**config.mk**
```make
export PLATFORM = sky130hd
export DESIGN_NAME = pwm_fade_controller
export DESIGN_NICKNAME = d
export VERILOG_FILES = /design/src/rtl/pwm_pkg.sv /design/src/rtl/pwm_period_timer.sv /design/src/rtl/pwm_fade_controller.sv
export SDC_FILE = /design/constraint.sdc
export NUM_CORES = 1
export LEC_CHECK = 0
export CAP_MARGIN = 20
export CORE_ASPECT_RATIO = 1.1
export CORE_MARGIN = 4
export CORE_UTILIZATION = 35
export CTS_CLUSTER_SIZE = 30
export DETAILED_ROUTE_END_ITERATION = 8
export HOLD_SLACK_MARGIN = 0.1
export PLACE_DENSITY = 0.51
export SYNTH_ARGS = -nofsm -noshare
export SYNTH_HDL_FRONTEND = slang
export SYNTH_HIERARCHICAL = 1
export SYNTH_SLANG_ARGS = --single-unit
```
**constraint.sdc**
```tcl
create_clock -name Clock -period 7.8 [get_ports Clock]
set_input_delay 0.78 -clock Clock [delete_from_list [all_inputs] [get_ports Clock]]
set_output_delay 0.78 -clock Clock [all_outputs]
set_load 0.02 [all_outputs]
```
**src/rtl/pwm_pkg.sv**
```systemverilog
// Shared constants and state encoding for the LED PWM fade sequencer.
package pwm_pkg;

  localparam int unsigned      PWM_W   = 8;
  localparam logic [PWM_W-1:0] PWM_MAX = 8'd255;

  typedef enum logic [2:0] {
    ST_IDLE    = 3'd0,
    ST_UP      = 3'd1,
    ST_HOLD_HI = 3'd2,
    ST_DOWN    = 3'd3,
    ST_HOLD_LO = 3'd4
  } state_t;

endpackage

```
**src/rtl/pwm_period_timer.sv**
```systemverilog
// Counts PWM period events and flags the event on which the count reaches a runtime limit.
// The counter clears itself on that terminal event so the next phase starts from zero.
module pwm_period_timer
  import pwm_pkg::*;
(
  input  logic             clk,
  input  logic             rst,
  input  logic             evt,
  input  logic             clr,
  input  logic [PWM_W-1:0] limit,
  output logic             tc
);

  logic [PWM_W-1:0] pcnt;

  assign tc = evt && !clr && (pcnt == limit);

  always_ff @(posedge clk or posedge rst) begin
    if (rst) begin
      pcnt <= '0;
    end else if (clr) begin
      pcnt <= '0;
    end else if (evt) begin
      pcnt <= tc ? '0 : pcnt + 1'b1;
    end
  end

endmodule

```
**src/rtl/pwm_fade_controller.sv**
```systemverilog
// Breathing-pattern sequencer for the LED PWM Duty input; Duty moves only at PWM period boundaries.
// Build option PWM_FADE_LOOP_EN: repeat the pattern until Stop/Reset instead of running once.
module pwm_fade_controller
  import pwm_pkg::*;
#(
  parameter int unsigned STEP_PERIODS = 4,
  parameter int unsigned HOLD_PERIODS = 16
) (
  input  logic             Clock,
  input  logic             Reset,
  input  logic             Start,
  input  logic             Stop,
  input  logic [PWM_W-1:0] Target,
  input  logic [PWM_W-1:0] Step,
  input  logic [PWM_W-1:0] PwmQ,
  output logic [PWM_W-1:0] Duty,
  output logic             Busy,
  output logic             Done,
  output logic [2:0]       State
);

  localparam logic [PWM_W-1:0] STEP_LIM = PWM_W'(STEP_PERIODS - 1);
  localparam logic [PWM_W-1:0] HOLD_LIM = PWM_W'(HOLD_PERIODS - 1);

  state_t           state;
  logic [PWM_W-1:0] tgt;
  logic [PWM_W-1:0] stp;
  logic [PWM_W-1:0] limit;
  logic [PWM_W-1:0] up_duty;
  logic [PWM_W-1:0] dn_duty;
  logic [PWM_W:0]   sum;
  logic             evt;
  logic             clr;
  logic             tc;

  assign evt   = (PwmQ == PWM_MAX);
  assign clr   = Stop || (state == ST_IDLE);
  assign State = state;
  assign Busy  = (state != ST_IDLE);

  // Up-step is summed one bit wider so the clamp to tgt cannot be fooled by wrap.
  always_comb begin
    limit   = (state == ST_UP || state == ST_DOWN) ? STEP_LIM : HOLD_LIM;
    sum     = {1'b0, Duty} + {1'b0, stp};
    up_duty = (sum > {1'b0, tgt}) ? tgt : sum[PWM_W-1:0];
    dn_duty = (Duty > stp) ? Duty - stp : '0;
  end

  pwm_period_timer u_timer (
    .clk  (Clock),
    .rst  (Reset),
    .evt  (evt),
    .clr  (clr),
    .limit(limit),
    .tc   (tc)
  );

  always_ff @(posedge Clock or posedge Reset) begin
    if (Reset) begin
      state <= ST_IDLE;
      Duty  <= '0;
      Done  <= 1'b0;
      tgt   <= '0;
      stp   <= '0;
    end else begin
      Done <= 1'b0;
      if (Stop) begin
        state <= ST_IDLE;
        Duty  <= '0;
      end else begin
        case (state)
          ST_IDLE: begin
            Duty <= '0;
            if (Start) begin
              tgt   <= Target;
              stp   <= (Step == '0) ? PWM_W'(1) : Step;
              state <= ST_UP;
            end
          end
          ST_UP: begin
            if (tc) begin
              Duty <= up_duty;
              if (up_duty == tgt) state <= ST_HOLD_HI;
            end
          end
          ST_HOLD_HI: begin
            if (tc) state <= ST_DOWN;
          end
          ST_DOWN: begin
            if (tc) begin
              Duty <= dn_duty;
              if (dn_duty == '0) state <= ST_HOLD_LO;
            end
          end
          ST_HOLD_LO: begin
            if (tc) begin
              Done <= 1'b1;
`ifdef PWM_FADE_LOOP_EN
              state <= ST_UP;
`else
              state <= ST_IDLE;
`endif
            end
          end
          default: begin
            state <= ST_IDLE;
            Duty  <= '0;
          end
        endcase
      end
    end
  end

endmodule
```
==> flow_results.xml <==
<?xml version="1.0" encoding="UTF-8"?>
<metrics>
  <group name="run_status">
    <metric name="run_status" unit="">finished, final reports clean</metric>
  </group>
  <group name="floorplan">
    <metric name="core_area" unit="sq um">8960</metric>
    <metric name="die_x" unit="microns">99.8</metric>
    <metric name="initial_core_util" unit="">0.362</metric>
    <metric name="io-pin-count" unit="">41</metric>
    <metric name="std_cell_rows" unit="">36</metric>
    <metric name="floorplan_die_height" unit="microns">109</metric>
    <metric name="floorplan.die_area" unit="sq um">10900</metric>
  </group>
  <group name="cts">
    <metric name="insertion_delay" unit="ns">0.30</metric>
    <metric name="post_cts_hold_buffer_count" unit="">0</metric>
    <metric name="cts_root_buf" unit="">sky130_fd_sc_hd__clkbuf_8</metric>
    <metric name="clock_sinks" unit="">36</metric>
    <metric name="post_cts_resize_count" unit="">0</metric>
    <metric name="cts_tree" unit="">yes</metric>
    <metric name="h-tree-depth" unit="">2</metric>
    <metric name="clkSlewWorstSetupHoldPaths" unit="ns">0.08</metric>
    <metric name="maximum_buffer_depth_of_the_clock_tree" unit="">2</metric>
    <metric name="postCtsSetupRepairBufs" unit="">0</metric>
    <metric name="cts_inserted_buffers" unit="">5</metric>
  </group>
  <group name="synthesis">
    <metric name="synthMuxAreaShare" unit="">0.0887</metric>
    <metric name="post_synth_num_cell_types" unit="">77</metric>
    <metric name="synth_top_family_by_area" unit="">compound AO/OA/AOI/OAI gates</metric>
    <metric name="syn_area_per_cell" unit="sq um">8.92</metric>
    <metric name="synth_enable_flop_cells" unit="">0</metric>
    <metric name="synthXorXnorAreaFrac" unit="">0.0594</metric>
    <metric name="fraction_of_the_mapped_netlist_area_in_simple_logic_gates" unit="">0.194</metric>
    <metric name="netlist_instances" unit="">364</metric>
    <metric name="synth-seq-cells" unit="">36</metric>
    <metric name="yosysWarnings" unit="">6</metric>
    <metric name="most_used_dff_post_synth" unit="">sky130_fd_sc_hd__dfrtp_1</metric>
    <metric name="synthesis.area" unit="sq um">3250</metric>
    <metric name="synth-compound-area-share" unit="">0.195</metric>
    <metric name="synthAdderAreaFrac" unit="">0.109</metric>
    <metric name="async_flop_share" unit="">1.00</metric>
    <metric name="synth.yosys.seq_area_share" unit="">0.278</metric>
  </group>
  <group name="timing">
    <metric name="timing.final.setup_violations" unit="">0</metric>
    <metric name="tightest_slew" unit="ns">0.919</metric>
    <metric name="fmax" unit="MHz">226</metric>
    <metric name="grt_setup_unrepaired" unit="">no</metric>
    <metric name="setup-tns-final" unit="ns">0</metric>
    <metric name="timing.clock.skew" unit="ns">0.00604</metric>
    <metric name="final_hold_viol_count" unit="">0</metric>
    <metric name="min_period_over_period" unit="">0.567</metric>
    <metric name="timing.final.crit_period" unit="ns">4.42</metric>
    <metric name="slew_violations" unit="">0</metric>
    <metric name="slew_headroom" unit="">0.388</metric>
  </group>
  <group name="drt">
    <metric name="drt-vias-per-instance" unit="">5.50</metric>
    <metric name="dr.pass1.iters" unit="">5</metric>
    <metric name="remaining_drc_errors" unit="">0</metric>
    <metric name="drt-total-wl" unit="microns">9100</metric>
    <metric name="routed_wire_length_per_instance" unit="microns">17.7</metric>
    <metric name="antenna_left" unit="">0</metric>
    <metric name="initial_drc_count" unit="">181</metric>
    <metric name="detailroute.via_count" unit="">2834</metric>
  </group>
  <group name="finish">
    <metric name="final_common_cell" unit="">sky130_fd_sc_hd__clkdlybuf4s50_1</metric>
    <metric name="area_growth" unit="%">17.0</metric>
    <metric name="insertedDiodeCount" unit="">0</metric>
    <metric name="final_net_count" unit="">455</metric>
    <metric name="num-fill-cells" unit="">893</metric>
    <metric name="postLayoutCellArea" unit="sq um">3800</metric>
    <metric name="drive_above_1_share" unit="">0.0748</metric>
    <metric name="mostFrequentLayoutCells" unit="">sky130_fd_sc_hd__clkdlybuf4s50_1 (40), sky130_fd_sc_hd__dfrtp_1 (36), sky130_fd_sc_hd__inv_1 (32), sky130_fd_sc_hd__nor2_1 (28), sky130_fd_sc_hd__ha_1 (25)</metric>
    <metric name="final_core_util" unit="">0.424</metric>
  </group>
  <group name="worst_setup_path">
    <metric name="path_max_fanout" unit="">11</metric>
    <metric name="worst_setup_path_start_kind" unit="">flip-flop</metric>
    <metric name="worst-setup-path-type" unit="">flip-flop to flip-flop</metric>
    <metric name="worst_ep_required_time" unit="ns">7.99</metric>
    <metric name="regToRegStartpoint" unit="">Duty[2]</metric>
    <metric name="crit_arrival" unit="ns">4.61</metric>
    <metric name="worst_setup_path_startpoint" unit="">Duty[2]</metric>
    <metric name="critical_path.endpoint_type" unit="">flip-flop</metric>
  </group>
  <group name="min_path">
    <metric name="hold_path.class" unit="">flip-flop to flip-flop</metric>
    <metric name="worst_hold_startpoint" unit="">stp[6]</metric>
  </group>
  <group name="place">
    <metric name="place_congestion" unit="">0.909</metric>
    <metric name="instance_area_after_placement" unit="sq um">3710</metric>
    <metric name="placement.io_buffers" unit="">40</metric>
    <metric name="detailed_place_hpwl" unit="microns">7160</metric>
  </group>
  <group name="power">
    <metric name="post_layout_power" unit="mW">1.82</metric>
    <metric name="ir_worst_vdd" unit="mV">0.249</metric>
    <metric name="power_density" unit="nW/um^2">478</metric>
    <metric name="power.leakage" unit="nW">1.70</metric>
  </group>
  <group name="global_route">
    <metric name="number_of_antenna_violations_at_the_first_check_in_global_routing" unit="">0</metric>
    <metric name="global_router_s_overall_resource_usage" unit="">0.178</metric>
    <metric name="grt_overflow_total" unit="">0</metric>
    <metric name="grt_start_max_net_pins" unit="">29</metric>
    <metric name="grt_pass1_vias" unit="">2786</metric>
    <metric name="global_route_wire_length_before_repair" unit="microns">15100</metric>
  </group>
  <group name="run">
    <metric name="max_cap_viol_count" unit="">0</metric>
  </group>
</metrics>
## Yosys cell counts (6+ instances only)
master,n,share of area
sky130_fd_sc_hd__clkbuf_1,7,0.0081
sky130_fd_sc_hd__nor2_1,28,0.032
sky130_fd_sc_hd__xnor2_1,9,0.024
sky130_fd_sc_hd__nand4_1,7,0.013
sky130_fd_sc_hd__mux2i_1,7,0.022
sky130_fd_sc_hd__xor2_1,13,0.035
sky130_fd_sc_hd__mux2_2,10,0.035
sky130_fd_sc_hd__o221ai_1,6,0.016
sky130_fd_sc_hd__nand2_1,21,0.024
sky130_fd_sc_hd__a221o_1,7,0.022
sky130_fd_sc_hd__mux2_1,8,0.028
sky130_fd_sc_hd__ha_1,25,0.096
sky130_fd_sc_hd__a21oi_1,17,0.026
sky130_fd_sc_hd__o21ai_0,12,0.019
sky130_fd_sc_hd__nor3_1,7,0.011
sky130_fd_sc_hd__dfrtp_1,36,0.28
sky130_fd_sc_hd__nand2b_1,8,0.015
sky130_fd_sc_hd__inv_1,32,0.037
## flip-flops by register name, summed over array words and instances, names as in the netlist
register and flops:
Duty 8, tgt 8, stp 8, u_timer/pcnt 8
Done 1, State 3
## critical path, cell delays in order (launching register included)
cell                        delay, ns
sky130_fd_sc_hd__dfrtp_1         0.43
sky130_fd_sc_hd__ha_1            0.55
sky130_fd_sc_hd__nor2_1          0.07
sky130_fd_sc_hd__o311a_2         0.41
sky130_fd_sc_hd__o21ai_2         0.12
sky130_fd_sc_hd__nor2b_4         0.20
sky130_fd_sc_hd__xnor2_1         0.18
sky130_fd_sc_hd__ha_1            0.31
sky130_fd_sc_hd__a2111oi_0       0.39
sky130_fd_sc_hd__o221ai_1        0.20
sky130_fd_sc_hd__a21oi_1         0.25
sky130_fd_sc_hd__o311a_1         0.53
sky130_fd_sc_hd__mux2_4          0.35
sky130_fd_sc_hd__a221o_1         0.32
## cell type report
type	count	area (sq um)	area share
Multi-Input combinational cell	283	2120	0.558
Sequential cell	36	901	0.237
Timing Repair Buffer	41	408	0.107
Tap cell	114	143	0.0376
Inverter	33	138	0.0363
Clock buffer	6	72.6	0.0191
Clock inverter	2	16.3	0.00428
## power breakdown
part	leakage [nW]	internal [mW]	switching [mW]	total, mW
sequential	0.464	0.247	0.0867	0.334
clock	0.0414	0.0637	0.0782	0.142
combinational	1.20	0.576	0.764	1.34
total	1.70	0.887	0.929	1.82
## routing by layer
metal	share of wire	global-route usage
met1	0.47	0.252
met4	0.020	0.0556
met5	0	0
met3	0.042	0.0237
met2	0.47	0.282
## stage by stage
| stage | hold WS (ns) | setup WS, ns | std cells |
|---|---|---|---|
| floorplan | 0.479 | 4.02 | 368 |
| global placement | 0.507 | 3.54 | 507 |
| detailed placement | 0.517 | 3.49 | 507 |
| CTS | 0.537 | 3.40 | 515 |
| global route | 0.573 | 2.94 | 515 |
| finish | 0.534 | 3.38 | 515 |
## path summary, 6_finish.rpt
kind / to / slack [ns] / cells after the start
hold reg to reg: stp[6] / 0.53 / 1
setup reg to reg: Duty[7] / 3.38 / 13
max in group asynchronous: Done / 6.62 / 3
hold / removal: stp[6] / 0.53 / 1
setup / recovery: Duty[7] / 3.38 / 13
min in group asynchronous: u_timer/pcnt[2] / 0.76 / 2
## logic make-up (layout without fill, tap and decap cells)
kind of cell / after synthesis / after routing
flip-flops: 36 / 36
AND/OR/NAND/NOR: 115 / 115
adder cells (fa/ha/maj): 27 / 27
buffers and inverters: 49 / 82
other: 2 / 6
AO/OA/AOI/OAI: 87 / 87
XOR/XNOR: 22 / 22
multiplexers: 26 / 26
No activity file was read; power rests on OpenSTA's default activity.
